File: src/rtl/controller_fsm_pkg.sv
// controller_fsm_pkg: shared instruction classes, FSM states and ALU op constants
package controller_fsm_pkg;

    localparam int INSTR_BIT = 4;
    localparam int OP_BIT    = 3;

    typedef enum logic [INSTR_BIT-1:0] {
        K_NONE   = 4'd0,
        K_R      = 4'd1,
        K_I      = 4'd2,
        K_LOAD   = 4'd3,
        K_STORE  = 4'd4,
        K_BRANCH = 4'd5,
        K_LUI    = 4'd6,
        K_AUIPC  = 4'd7,
        K_JAL    = 4'd8,
        K_JALR   = 4'd9
    } kind_t;

    typedef enum logic [2:0] {
        S_FETCH,
        S_DECODE,
        S_EXEC,
        S_MEM,
        S_WB,
        S_TRAP
    } state_t;

    localparam logic [OP_BIT:0] ALU_ADD  = 4'b0000;
    localparam logic [OP_BIT:0] ALU_PASS = 4'b1111;

    function automatic logic legal(input logic [INSTR_BIT-1:0] k, input logic [6:0] f7);
        return (k >= K_R && k <= K_JALR) && (k != K_R || f7 == 7'h00 || f7 == 7'h20);
    endfunction

    // Only funct7[5] ever reaches the ALU code (SUB/SRA select)
    function automatic logic [OP_BIT:0] alu_op_of(input logic [INSTR_BIT-1:0] k,
                                                  input logic [2:0] f3, input logic f7b5);
        return (k == K_R || (k == K_I && f3[1:0] == 2'b01)) ? {f7b5, f3} :
               k == K_I   ? {1'b0, f3} :
               k == K_LUI ? ALU_PASS : ALU_ADD;
    endfunction

endpackage

File: src/rtl/controller_fsm_decode.sv
// ctrl_decode: state plus captured instruction fields to datapath select signals
module ctrl_decode
    import controller_fsm_pkg::*;
(
    input  logic                 reset_n,
    input  logic [2:0]           state,
    input  logic [INSTR_BIT-1:0] kind,
    input  logic [2:0]           funct3,
    input  logic                 f7b5,
    input  logic                 branch_taken,
    input  logic                 imem_ready,
    input  logic                 dmem_ready,
    output logic                 pc_en,
    output logic                 ir_en,
    output logic                 sel_alu0,
    output logic                 sel_alu1,
    output logic [OP_BIT:0]      alu_op,
    output logic                 sel_ex,
    output logic                 sel_res,
    output logic                 sel_pc,
    output logic                 sel_rf_wr,
    output logic                 dmem_wr_en,
    output logic                 trap
);

    // Gating on reset_n keeps ready-driven outputs low while reset is held
    always_comb begin
        pc_en      = 1'b0;
        ir_en      = 1'b0;
        sel_alu0   = 1'b0;
        sel_alu1   = 1'b0;
        alu_op     = ALU_ADD;
        sel_ex     = 1'b0;
        sel_res    = 1'b0;
        sel_pc     = 1'b0;
        sel_rf_wr  = 1'b0;
        dmem_wr_en = 1'b0;
        trap       = 1'b0;
        if (reset_n) begin
            case (state)
                S_FETCH: ir_en = imem_ready;
                S_EXEC: begin
                    alu_op   = alu_op_of(kind, funct3, f7b5);
                    sel_alu0 = kind == K_AUIPC || kind == K_JAL || kind == K_BRANCH;
                    sel_alu1 = kind != K_R;
                    pc_en    = kind == K_BRANCH;
                    sel_pc   = kind == K_BRANCH && branch_taken;
                end
                S_MEM: begin
                    dmem_wr_en = kind == K_STORE;
                    pc_en      = kind == K_STORE && dmem_ready;
                end
                S_WB: begin
                    sel_rf_wr = 1'b1;
                    pc_en     = 1'b1;
                    sel_res   = kind == K_LOAD;
                    sel_ex    = kind == K_JAL || kind == K_JALR;
                    sel_pc    = kind == K_JAL || kind == K_JALR;
                end
                S_TRAP: trap = 1'b1;
                default: ;
            endcase
        end
    end

endmodule

File: src/rtl/controller_fsm.sv
// controller_fsm: multicycle control FSM with sticky illegal-instruction trap and
// retired-instruction counter
module controller_fsm
    import controller_fsm_pkg::*;
#(
    parameter int WIDTH = 32
) (
    input  logic                 clk,
    input  logic                 reset_n,
    input  logic [INSTR_BIT-1:0] kind,
    input  logic [2:0]           funct3,
    input  logic [6:0]           funct7,
    input  logic                 branch_taken,
    input  logic                 imem_ready,
    input  logic                 dmem_ready,
    output logic                 pc_en,
    output logic                 ir_en,
    output logic                 sel_alu0,
    output logic                 sel_alu1,
    output logic [OP_BIT:0]      alu_op,
    output logic                 sel_ex,
    output logic                 sel_res,
    output logic                 sel_pc,
    output logic                 sel_rf_wr,
    output logic                 dmem_wr_en,
    output logic                 trap,
    output logic [WIDTH-1:0]     instret
);

    state_t               state, state_nx;
    logic [INSTR_BIT-1:0] kind_q;
    logic [2:0]           funct3_q;
    logic                 f7b5_q;

    always_ff @(posedge clk or negedge reset_n) begin
        if (!reset_n) begin
            state    <= S_FETCH;
            kind_q   <= '0;
            funct3_q <= '0;
            f7b5_q   <= 1'b0;
            instret  <= '0;
        end else begin
            state <= state_nx;
            if (state == S_DECODE) begin
                kind_q   <= kind;
                funct3_q <= funct3;
                f7b5_q   <= funct7[5];
            end
            if (pc_en)
                instret <= instret + WIDTH'(1);
        end
    end

    always_comb begin
        state_nx = state;
        case (state)
            S_FETCH:  state_nx = imem_ready ? S_DECODE : S_FETCH;
            S_DECODE: state_nx = legal(kind, funct7) ? S_EXEC : S_TRAP;
            S_EXEC:   state_nx = (kind_q == K_LOAD || kind_q == K_STORE) ? S_MEM :
                                 kind_q == K_BRANCH ? S_FETCH : S_WB;
            S_MEM:    state_nx = !dmem_ready ? S_MEM : kind_q == K_LOAD ? S_WB : S_FETCH;
            S_WB:     state_nx = S_FETCH;
            S_TRAP:   state_nx = S_TRAP;
            default:  state_nx = S_FETCH;
        endcase
    end

    ctrl_decode u_decode (
        .reset_n      (reset_n),
        .state        (state),
        .kind         (kind_q),
        .funct3       (funct3_q),
        .f7b5         (f7b5_q),
        .branch_taken (branch_taken),
        .imem_ready   (imem_ready),
        .dmem_ready   (dmem_ready),
        .pc_en        (pc_en),
        .ir_en        (ir_en),
        .sel_alu0     (sel_alu0),
        .sel_alu1     (sel_alu1),
        .alu_op       (alu_op),
        .sel_ex       (sel_ex),
        .sel_res      (sel_res),
        .sel_pc       (sel_pc),
        .sel_rf_wr    (sel_rf_wr),
        .dmem_wr_en   (dmem_wr_en),
        .trap         (trap)
    );

endmodule

File: config.mk
export PLATFORM = sky130hd
export DESIGN_NAME = controller_fsm
export DESIGN_NICKNAME = d
export VERILOG_FILES = /design/src/rtl/controller_fsm_pkg.sv /design/src/rtl/controller_fsm_decode.sv /design/src/rtl/controller_fsm.sv
export SDC_FILE = /design/constraint.sdc
export NUM_CORES = 1
export LEC_CHECK = 0
export CAP_MARGIN = 20
export CORE_UTILIZATION = 43
export DETAILED_ROUTE_END_ITERATION = 7
export PLACE_DENSITY_LB_ADDON = 0.3
export SLEW_MARGIN = 20
export SYNTH_ARGS = -nofsm -noshare
export SYNTH_HDL_FRONTEND = slang
export SYNTH_HIERARCHICAL = 1
export SYNTH_SLANG_ARGS = --single-unit
File: constraint.sdc
create_clock -name clk -period 3.5 [get_ports clk]
set_input_delay 0.525 -clock clk [delete_from_list [all_inputs] [get_ports clk]]
set_output_delay 0.525 -clock clk [all_outputs]
set_load 0.1 [all_outputs]
Yosys cells after proc, flatten, opt, wreduce, memory -nomap -nowiden:

Index checks and enable logic that the tools add are counted.

* bits in registers: 43
* output and inout bits: 46
* word-level logic and storage cells: 72

* add/subtract/negate cells: 1
* $lt $le $gt $ge: 2
* eq/ne operators: 18
* multiplexer cells: 32
* reductions and logical operators: 14

Operators by type and width (number)
* adder 32 x 1 -> 32 bit (second input constant): 1
* two-way mux 4 bit: 5
* two-way mux 1 bit: 19
* == test 4 x 3 -> 1 bit (second input constant): 4
* two-way mux 3 bit: 5
* one-hot mux 3 bit (5 select lines): 1
* == test 4 x 2 -> 1 bit (second input constant): 2
* == test 4 bit (second input constant): 2
* inequality test 4 x 1 -> 1 bit (second input constant): 2
* == test 7 x 6 -> 1 bit (second input constant): 1
* logical NOT 7 bit: 1
* logical OR 1 bit: 7
* == test 3 x 2 -> 1 bit (second input constant): 2
* == test 3 bit (second input constant): 2
* logical AND 1 bit: 5
* == test 4 x 1 -> 1 bit (second input constant): 1
* >= comparator 4 x 1 -> 1 bit (second input constant): 1
* <= comparator 4 bit (second input constant): 1
* == test 3 x 1 -> 1 bit (second input constant): 1
* logical NOT 3 bit: 1
* one-hot mux 1 bit (3 select lines): 1
* == test 2 x 1 -> 1 bit (second input constant): 1
* one-hot mux 1 bit (2 select lines): 1

Depth between registers and ports, before layout:

Gate-level depths: netlist of the first run.

* depth after elaboration: 6
* gate-level depth with buffers: 9

Hierarchy:

Netlist of the first run, hierarchy kept.

Modules (own cells, without submodules)
* controller_fsm: instances 1, cells an instance 170, area an instance 2006.9 um^2
* ctrl_decode: instances 1, cells an instance 44, area an instance 299.0 um^2

Worst setup path before layout of the first run:

No wires, ideal clock.

* path type: register -> output
* start: reg state[0]
* end: out ir_en
* arrival: 3.764 ns
* data required time: 2.975 ns
* path slack: -0.789 ns
* stages on the path, launching flop included: 3
* buffers on the path: 0
* cell sequence: dfrtp_1 > nand2b_1 > nor4b_1

* cells in the longest elaborated chain, start to end: 3

RTL lines
* from (decl): line controller_fsm.sv:30 `state_t state, state_nx;`
* from (signal assigned): line controller_fsm.sv:43 `state <= state_nx;`
* logical NOT 3 bit: line controller_fsm_decode.sv:40 `case (state)`
* two-way mux 1 bit: line controller_fsm_decode.sv:40
* two-way mux 1 bit: line controller_fsm_decode.sv:39 `if (reset_n) begin`
* to (decl): line controller_fsm.sv:17 `output logic ir_en,`

Every way passes these cells.

Final worst setup path of the first run:

* start: in reset_n
* end: out alu_op[1]

* cells in the longest elaborated chain, start to end: 1

RTL lines
* from (decl): line controller_fsm.sv:9 `input logic reset_n,`
* two-way mux 4 bit: line controller_fsm_decode.sv:39
* to (decl): line controller_fsm.sv:20 `output logic [OP_BIT:0] alu_op,`

Every way passes these cells.

==> impl_metrics.csv, run 1 <==
group,metric,value,unit
route,first_iter_violations,94,
die,die_x,75.2,µm
route,route.vias.total,1891,
placed_design,routability_cong,0.851,
placed_design,dp_hpwl,3.69,mm
die,floorplan.die_area,5660,µm²
run_status,run_status,"finished, final reports clean",
sta,period_share,78.3,%
finish,multi_input_area,1210,µm²
power_and_ir_drop,total_power_density_per_cell_area,614,nW/µm²
clock_network,clk_transition_reported_paths,80,ps
clock_network,hold_buffers,0,
route,route.detailed.drc,0,
power_and_ir_drop,p_total,1.97,mW
grt,number_of_antenna_violations_at_the_first_check_in_global_routing,0,
route,drtAntennaViolNets,0,
setup_path,critical_path_class,"in2out",
sta,layout_min_cycle_time,2740,ps
grt,via_count_of_the_first_global_routing_pass,1782,
sta,grt_setup_unrepaired,"no",
finish,area_growth,39.0,%
logic_synthesis,syn-cell-area,2310,µm²
route,drtPass1Iterations,4,
clock_network,cts-htree-levels,2,
logic_synthesis,synth_sequential_area_ratio,46.7,%
die,dieHeight,75.2,µm
grt,gr-usage-all-layers,19.2,%
die,initial_core_util,44.9,%
setup_path,critical_path.endpoint_type,"primary output",
sta,hold_viol_final,0,
route,vias_per_cell,5.34,
setup_path,timing.critical_path.slowest_cell_delay,450,ps
clock_network,worst_skew_pair.late_latency,300,ps
logic_synthesis,syn-num-nets,234,
logic_synthesis,syn_inst,214,
grt,global_route.overflow_total,0,
logic_synthesis,synth.ff_latch_count,43,
sta,final-setup-viol-count,0,
setup_path,critical_path.cell_chain,"buf_2, buf_4, nand4bb_4, or2_4, a21oi_1, buf_12",
finish,seqCellArea,1080,µm²
logic_synthesis,synth_enable_flop_cells,0,
finish,nets,303,
clock_network,cts_made_buffers,5,
clock_network,postCtsSetupRepairBufs,0,
clock_network,clock-root-buffer,"sky130_fd_sc_hd__clkbuf_8",
sta,achievable-frequency,365,MHz
route,routedWlPerCell,14.3,µm
die,rows,26,
die,coreArea,5140,µm²
power_and_ir_drop,p_leak,1.35,nW
setup_path,critPathLaunchType,"input port",
finish,fraction_of_final_layout_cells_with_drive_strength_greater_than_1,17.6,%
placed_design,dp.cells,346,
setup_path,critical_path.top_delay_family,"buffers and inverters",
finish,fill_cells,430,
clock_network,cts.repair.resized,0,
logic_synthesis,yosys_warnings,6,
power_and_ir_drop,peakVddDrop,627,µV
logic_synthesis,synth.avg_cell_area,10.8,µm²
logic_synthesis,proportion_of_register_bits_with_asynchronous_set_or_reset_after_synthesis,100,%
clock_network,cts_buffer_depth,2,
finish,post_layout_nonfiller_instances,354,
grt,grt_max_degree,32,
clock_network,tritoncts_num_sinks,43,
grt,grt_first_pass_wirelength,8.03,mm
die,boundaryPins,65,
setup_path,cp_max_fo,31,
logic_synthesis,synth-main-ff-cell,"sky130_fd_sc_hd__dfrtp_1",
sta,timing_max_transition_violations_final,0,
sta,worst_clock_skew,5.64,ps
setup_path,cp_buf_inv_count,3,
setup_path,required_time_worst_endpoint,2970,ps
sta,tightestPinTransition,974,ps
job,drv.max_cap_violation_count,0,
finish,num_antenna_cells,0,
setup_path,timing.critical_path.slowest_stage_cell,"sky130_fd_sc_hd__buf_4",
setup_path,critPathArrivalTime,2210,ps
finish,final_util,62.4,%
route,detail_route.wirelength,5.07,mm
logic_synthesis,synth.lib_cells_used.distinct,46,
sta,fin_setup_tns,0,ps
placed_design,place.port_buffers,64,
clock_network,tritoncts,"yes",
min_path,hold_class,"in2async",
sta,timing.max_slew.rel_slack,34.8,%
[synth_stat cells, drive strengths merged, types with 4 or more instances]
library cell,instances,area [µm²]
xnor2,26,228
nand3,20,100
dfrtp,43,1080
mux2,9,101
nor4,5,76.3
nand4,13,103
o21ai,5,25.0
nor2b,4,27.5
xor2,5,43.8
nor2,12,55.1
and3,6,37.5
nand2,17,63.8
a21oi,9,45.0
[per-layer routing]
| metal | GRT usage [%] | wire (µm) | vias up |
|---|---|---|---|
| li1 | - | - | 906 |
| met1 | 24.8 | 2310 | 903 |
| met2 | 30.1 | 2340 | 71 |
| met3 | 3.61 | 316 | 11 |
| met4 | 11.3 | 107 | 0 |
| met5 | 0 | 0 | - |
[worst reg2reg max path, delay by kind of cell (launching register included)]
family / cells / cell delay (ps)
flip-flops: 1 / 630
AND/OR/NAND/NOR: 6 / 1810
XOR/XNOR: 1 / 160
[through the flow]
stage | cell area (µm²) | setup WS, ps | hold WS [ps]
finish | 3210 | 760 | 137
floorplan | 2320 | 378 | 229
detailed placement | 3070 | 614 | 469
global route | 3210 | 582 | 141
global placement | 3070 | 718 | 463
CTS | 3210 | 699 | 135
[area by class of cell]
type,instances,area share (%)
clock buffer,5,2.15
clock inverter,3,2.11
inverter,3,0.351
multi-input combinational,165,37.8
sequential,43,33.6
tap,70,2.73
timing repair buffer,65,21.3
[state kept, by name (all words and copies together), names as in the netlist]
name,flops
state,3
funct3_q,3
kind_q,4
instret,32
f7b5_q,1
[where the power goes]
group	switching (mW)	total [mW]	internal [mW]
Sequential	0.186	0.768	0.582
Clock	0.173	0.458	0.284
Combinational	0.452	0.743	0.291
Total	0.811	1.97	1.16
[layout by cell type, fill, tap and decap left out, types with 5 or more instances in the layout]
cell	Yosys	final
sky130_fd_sc_hd__clkbuf_8	0	5
sky130_fd_sc_hd__xnor2_1	26	26
sky130_fd_sc_hd__o21ai_0	5	5
sky130_fd_sc_hd__nand3_1	20	20
sky130_fd_sc_hd__xor2_1	5	5
sky130_fd_sc_hd__a21oi_1	9	9
sky130_fd_sc_hd__nand2_1	17	17
sky130_fd_sc_hd__nor2_1	10	10
sky130_fd_sc_hd__clkdlybuf4s50_1	0	49
sky130_fd_sc_hd__mux2_2	9	9
sky130_fd_sc_hd__buf_12	0	6
sky130_fd_sc_hd__buf_4	2	9
sky130_fd_sc_hd__dfrtp_1	43	43
sky130_fd_sc_hd__nand4_1	11	11
sky130_fd_sc_hd__and3_1	6	6
[worst paths after layout]
check | startpoint | end | slack [ps] | depth (start not counted)
worst min register to register | instret[31] | instret[31] | 490 | 1
worst max-delay path | reset_n | alu_op[1] | 760 | 6
worst max register to register | kind_q[2] | instret[31] | 780 | 7
min in group clk | instret[31] | instret[31] | 490 | 1
max in group asynchronous | reset_n | instret[22] | 2630 | 2
worst min-delay path | reset_n | kind_q[1] | 140 | 1
[kinds of logic after synthesis]
logic type                 share of synthesized area (%)
adders and majority gates                          0.543
and+or+nand+nor                                     29.8
AOI/OAI and AO/OA                                   5.43
xor gates and xnor gates                            11.8
buffers and inverters                               1.36
muxes                                               4.40
DFF                                                 46.7
(Power assumes the default switching activity.)
==> run 2, diff against run 1 <==
clock period = 2.8 ns   (was 3.5 ns; I/O delays follow)
==> impl_metrics.csv, run 2 (synthesis gave the netlist of run 1 again) <==
group,metric,value,unit
setup_path,critical_path.endpoint_type,"flop",
sta,tightestPinTransition,566,ps
power_and_ir_drop,power.switching_fraction,43.1,%
sta,fin_setup_tns,0,ps
route,drtAntennaViolNets,0,
finish,nets,307,
clock_network,tritoncts_num_sinks,43,
sta,period_share,87.3,%
grt,via_count_of_the_first_global_routing_pass,1769,
power_and_ir_drop,power.share.combinational,45.7,%
setup_path,cp_max_fo,8,
clock_network,worst_skew_pair.late_latency,290,ps
power_and_ir_drop,p_total,2.35,mW
placed_design,dp.cells,349,
setup_path,timing.critical_path.slowest_cell_delay,590,ps
sta,grt_setup_unrepaired,"no",
finish,area_growth,39.8,%
finish,layout.cells.most_common,"sky130_fd_sc_hd__dfrtp_1",
power_and_ir_drop,total_power_density_per_cell_area,731,nW/µm²
route,vias_per_cell,5.23,
setup_path,critical_path_class,"reg2reg",
finish,fraction_of_final_layout_cells_with_drive_strength_greater_than_1,29.6,%
finish,num_antenna_cells,0,
finish,post-route-cell-area,3220,µm²
grt,number_of_antenna_violations_at_the_first_check_in_global_routing,0,
finish,reg_top3,"instret x32, kind_q x4",
power_and_ir_drop,p_leak,1.44,nW
power_and_ir_drop,net-switching-power,1.01,mW
power_and_ir_drop,cellInternalPower,1.34,mW
clock_network,cts_made_buffers,5,
setup_path,cp_buf_inv_count,0,
clock_network,clock-root-buffer,"sky130_fd_sc_hd__clkbuf_8",
route,route.detailed.drc,0,
die,rows,26,
grt,grt_first_pass_wirelength,8.45,mm
route,routedWlPerCell,14.0,µm
setup_path,critical_path.top_delay_family,"simple AND/OR/NAND/NOR gates",
sta,hold_viol_final,0,
finish,largest_register_ffs,32,
setup_path,critical_path.cell_chain,"and4bb_2, nand3_1, nand3_2, nand3_1, nor4_4, nand4_1, xnor2_1",
route,detail_route.wirelength,5.00,mm
setup_path,critPathLaunchType,"flop",
sta,hold_ws,279,ps
clock_network,clk_transition_reported_paths,80,ps
setup_path,critical_path.most_common_cell,"sky130_fd_sc_hd__nand3_1",
job,drv.max_cap_violation_count,0,
sta,layout_min_cycle_time,2440,ps
die,coreArea,5140,µm²
sta,timing.max_slew.rel_slack,62.0,%
sta,achievable-frequency,409,MHz
finish,fill_cells,463,
die,dieHeight,75.2,µm
die,initial_core_util,44.9,%
die,die_x,75.2,µm
power_and_ir_drop,power.share.sequential,37.8,%
route,route.vias.total,1868,
placed_design,place_area,3130,µm²
finish,final_cell_mix,"43 x sky130_fd_sc_hd__dfrtp_1, 36 x sky130_fd_sc_hd__buf_4, 26 x sky130_fd_sc_hd__xnor2_1",
min_path,hold_class,"in2async",
power_and_ir_drop,clock_power_share,16.5,%
die,floorplan.die_area,5660,µm²
run_status,run_status,"finished, final reports clean",
route,drtPass1Iterations,4,
finish,largest-register,"instret",
die,boundaryPins,65,
placed_design,routability_cong,0.857,
finish,final_util,62.7,%
finish,post_layout_nonfiller_instances,357,
power_and_ir_drop,peakVddDrop,884,µV
grt,global_route.overflow_total,0,
route,first_iter_violations,62,
clock_network,cts-htree-levels,2,
clock_network,cts_buffer_depth,2,
grt,gr-usage-all-layers,19.9,%
grt,grt_max_degree,44,
sta,timing_max_transition_violations_final,0,
placed_design,dp_slack,324,ps
sta,setup_slack,356,ps
clock_network,tritoncts,"yes",
setup_path,required_time_worst_endpoint,2980,ps
setup_path,critPathArrivalTime,2620,ps
sta,final-setup-viol-count,0,
placed_design,place.port_buffers,64,
placed_design,dp_hpwl,3.71,mm
setup_path,timing.critical_path.slowest_stage_cell,"sky130_fd_sc_hd__nor4_4",
sta,worst_clock_skew,6.80,ps
[run 2: changes by cell type in the layout (fill, tap and decap cells not counted), moves of 2 or more]
cell	change
sky130_fd_sc_hd__clkdlybuf4s50_1	-32
sky130_fd_sc_hd__buf_4	+27
sky130_fd_sc_hd__buf_12	+8
sky130_fd_sc_hd__bufinv_16	-2
[run 2: final cells by class]
type | count | area (µm²) | area share, %
multi-input combinational | 165 | 1220 | 38.0
clock inverter | 1 | 5.00 | 0.155
inverter | 3 | 11.3 | 0.349
timing repair buffer | 69 | 736 | 22.8
clock buffer | 6 | 82.6 | 2.56
tap | 70 | 87.6 | 2.72
sequential | 43 | 1080 | 33.4
[run 2: repair_timing]
action                    4_1_cts  5_1_grt
buffers inserted                0        0
hold buffers                    1        0
hold endpoints to repair        2        0
gates resized for setup         0        0
[run 2: per-layer routing]
metal | vias up | wire length [µm] | GRT usage, %
met2 | 54 | 2250 | 31.0
met5 | - | 0 | 0
met1 | 886 | 2360 | 27.8
li1 | 922 | - | -
met4 | 0 | 68 | 6.79
met3 | 6 | 330 | 4.15
[run 2: final timing paths]
| kind | startpoint | endpoint | slack (ps) | cells past startpoint |
|---|---|---|---|---|
| max in group asynchronous | reset_n | state[0] | 2130 | 2 |
| min in group clk | instret[31] | instret[31] | 490 | 1 |
| worst min register to register | instret[31] | instret[31] | 490 | 1 |
| worst min-delay path | reset_n | state[1] | 280 | 2 |
| worst max-delay path | state[2] | instret[31] | 360 | 7 |
| worst max register to register | state[2] | instret[31] | 360 | 7 |
[run 2: worst register-to-register path, delay by kind of cell, from the launching register on]
family / cells / cell delay (ps)
DFF: 1 / 480
and+or+nand+nor: 6 / 1690
xor gates and xnor gates: 1 / 160
[run 2: power groups by stage]
stage / Clock, mW / Sequential (mW) / Combinational [mW]
6_report: 0.389 / 0.890 / 1.08
5_1_grt: 0.427 / 0.912 / 1.16
2_1_floorplan: 0 / 1.07 / 0.605
3_5_place_dp: 0 / 0.899 / 1.08
4_1_cts: 0.399 / 0.887 / 1.08
3_3_place_gp: 0 / 0.895 / 1.06
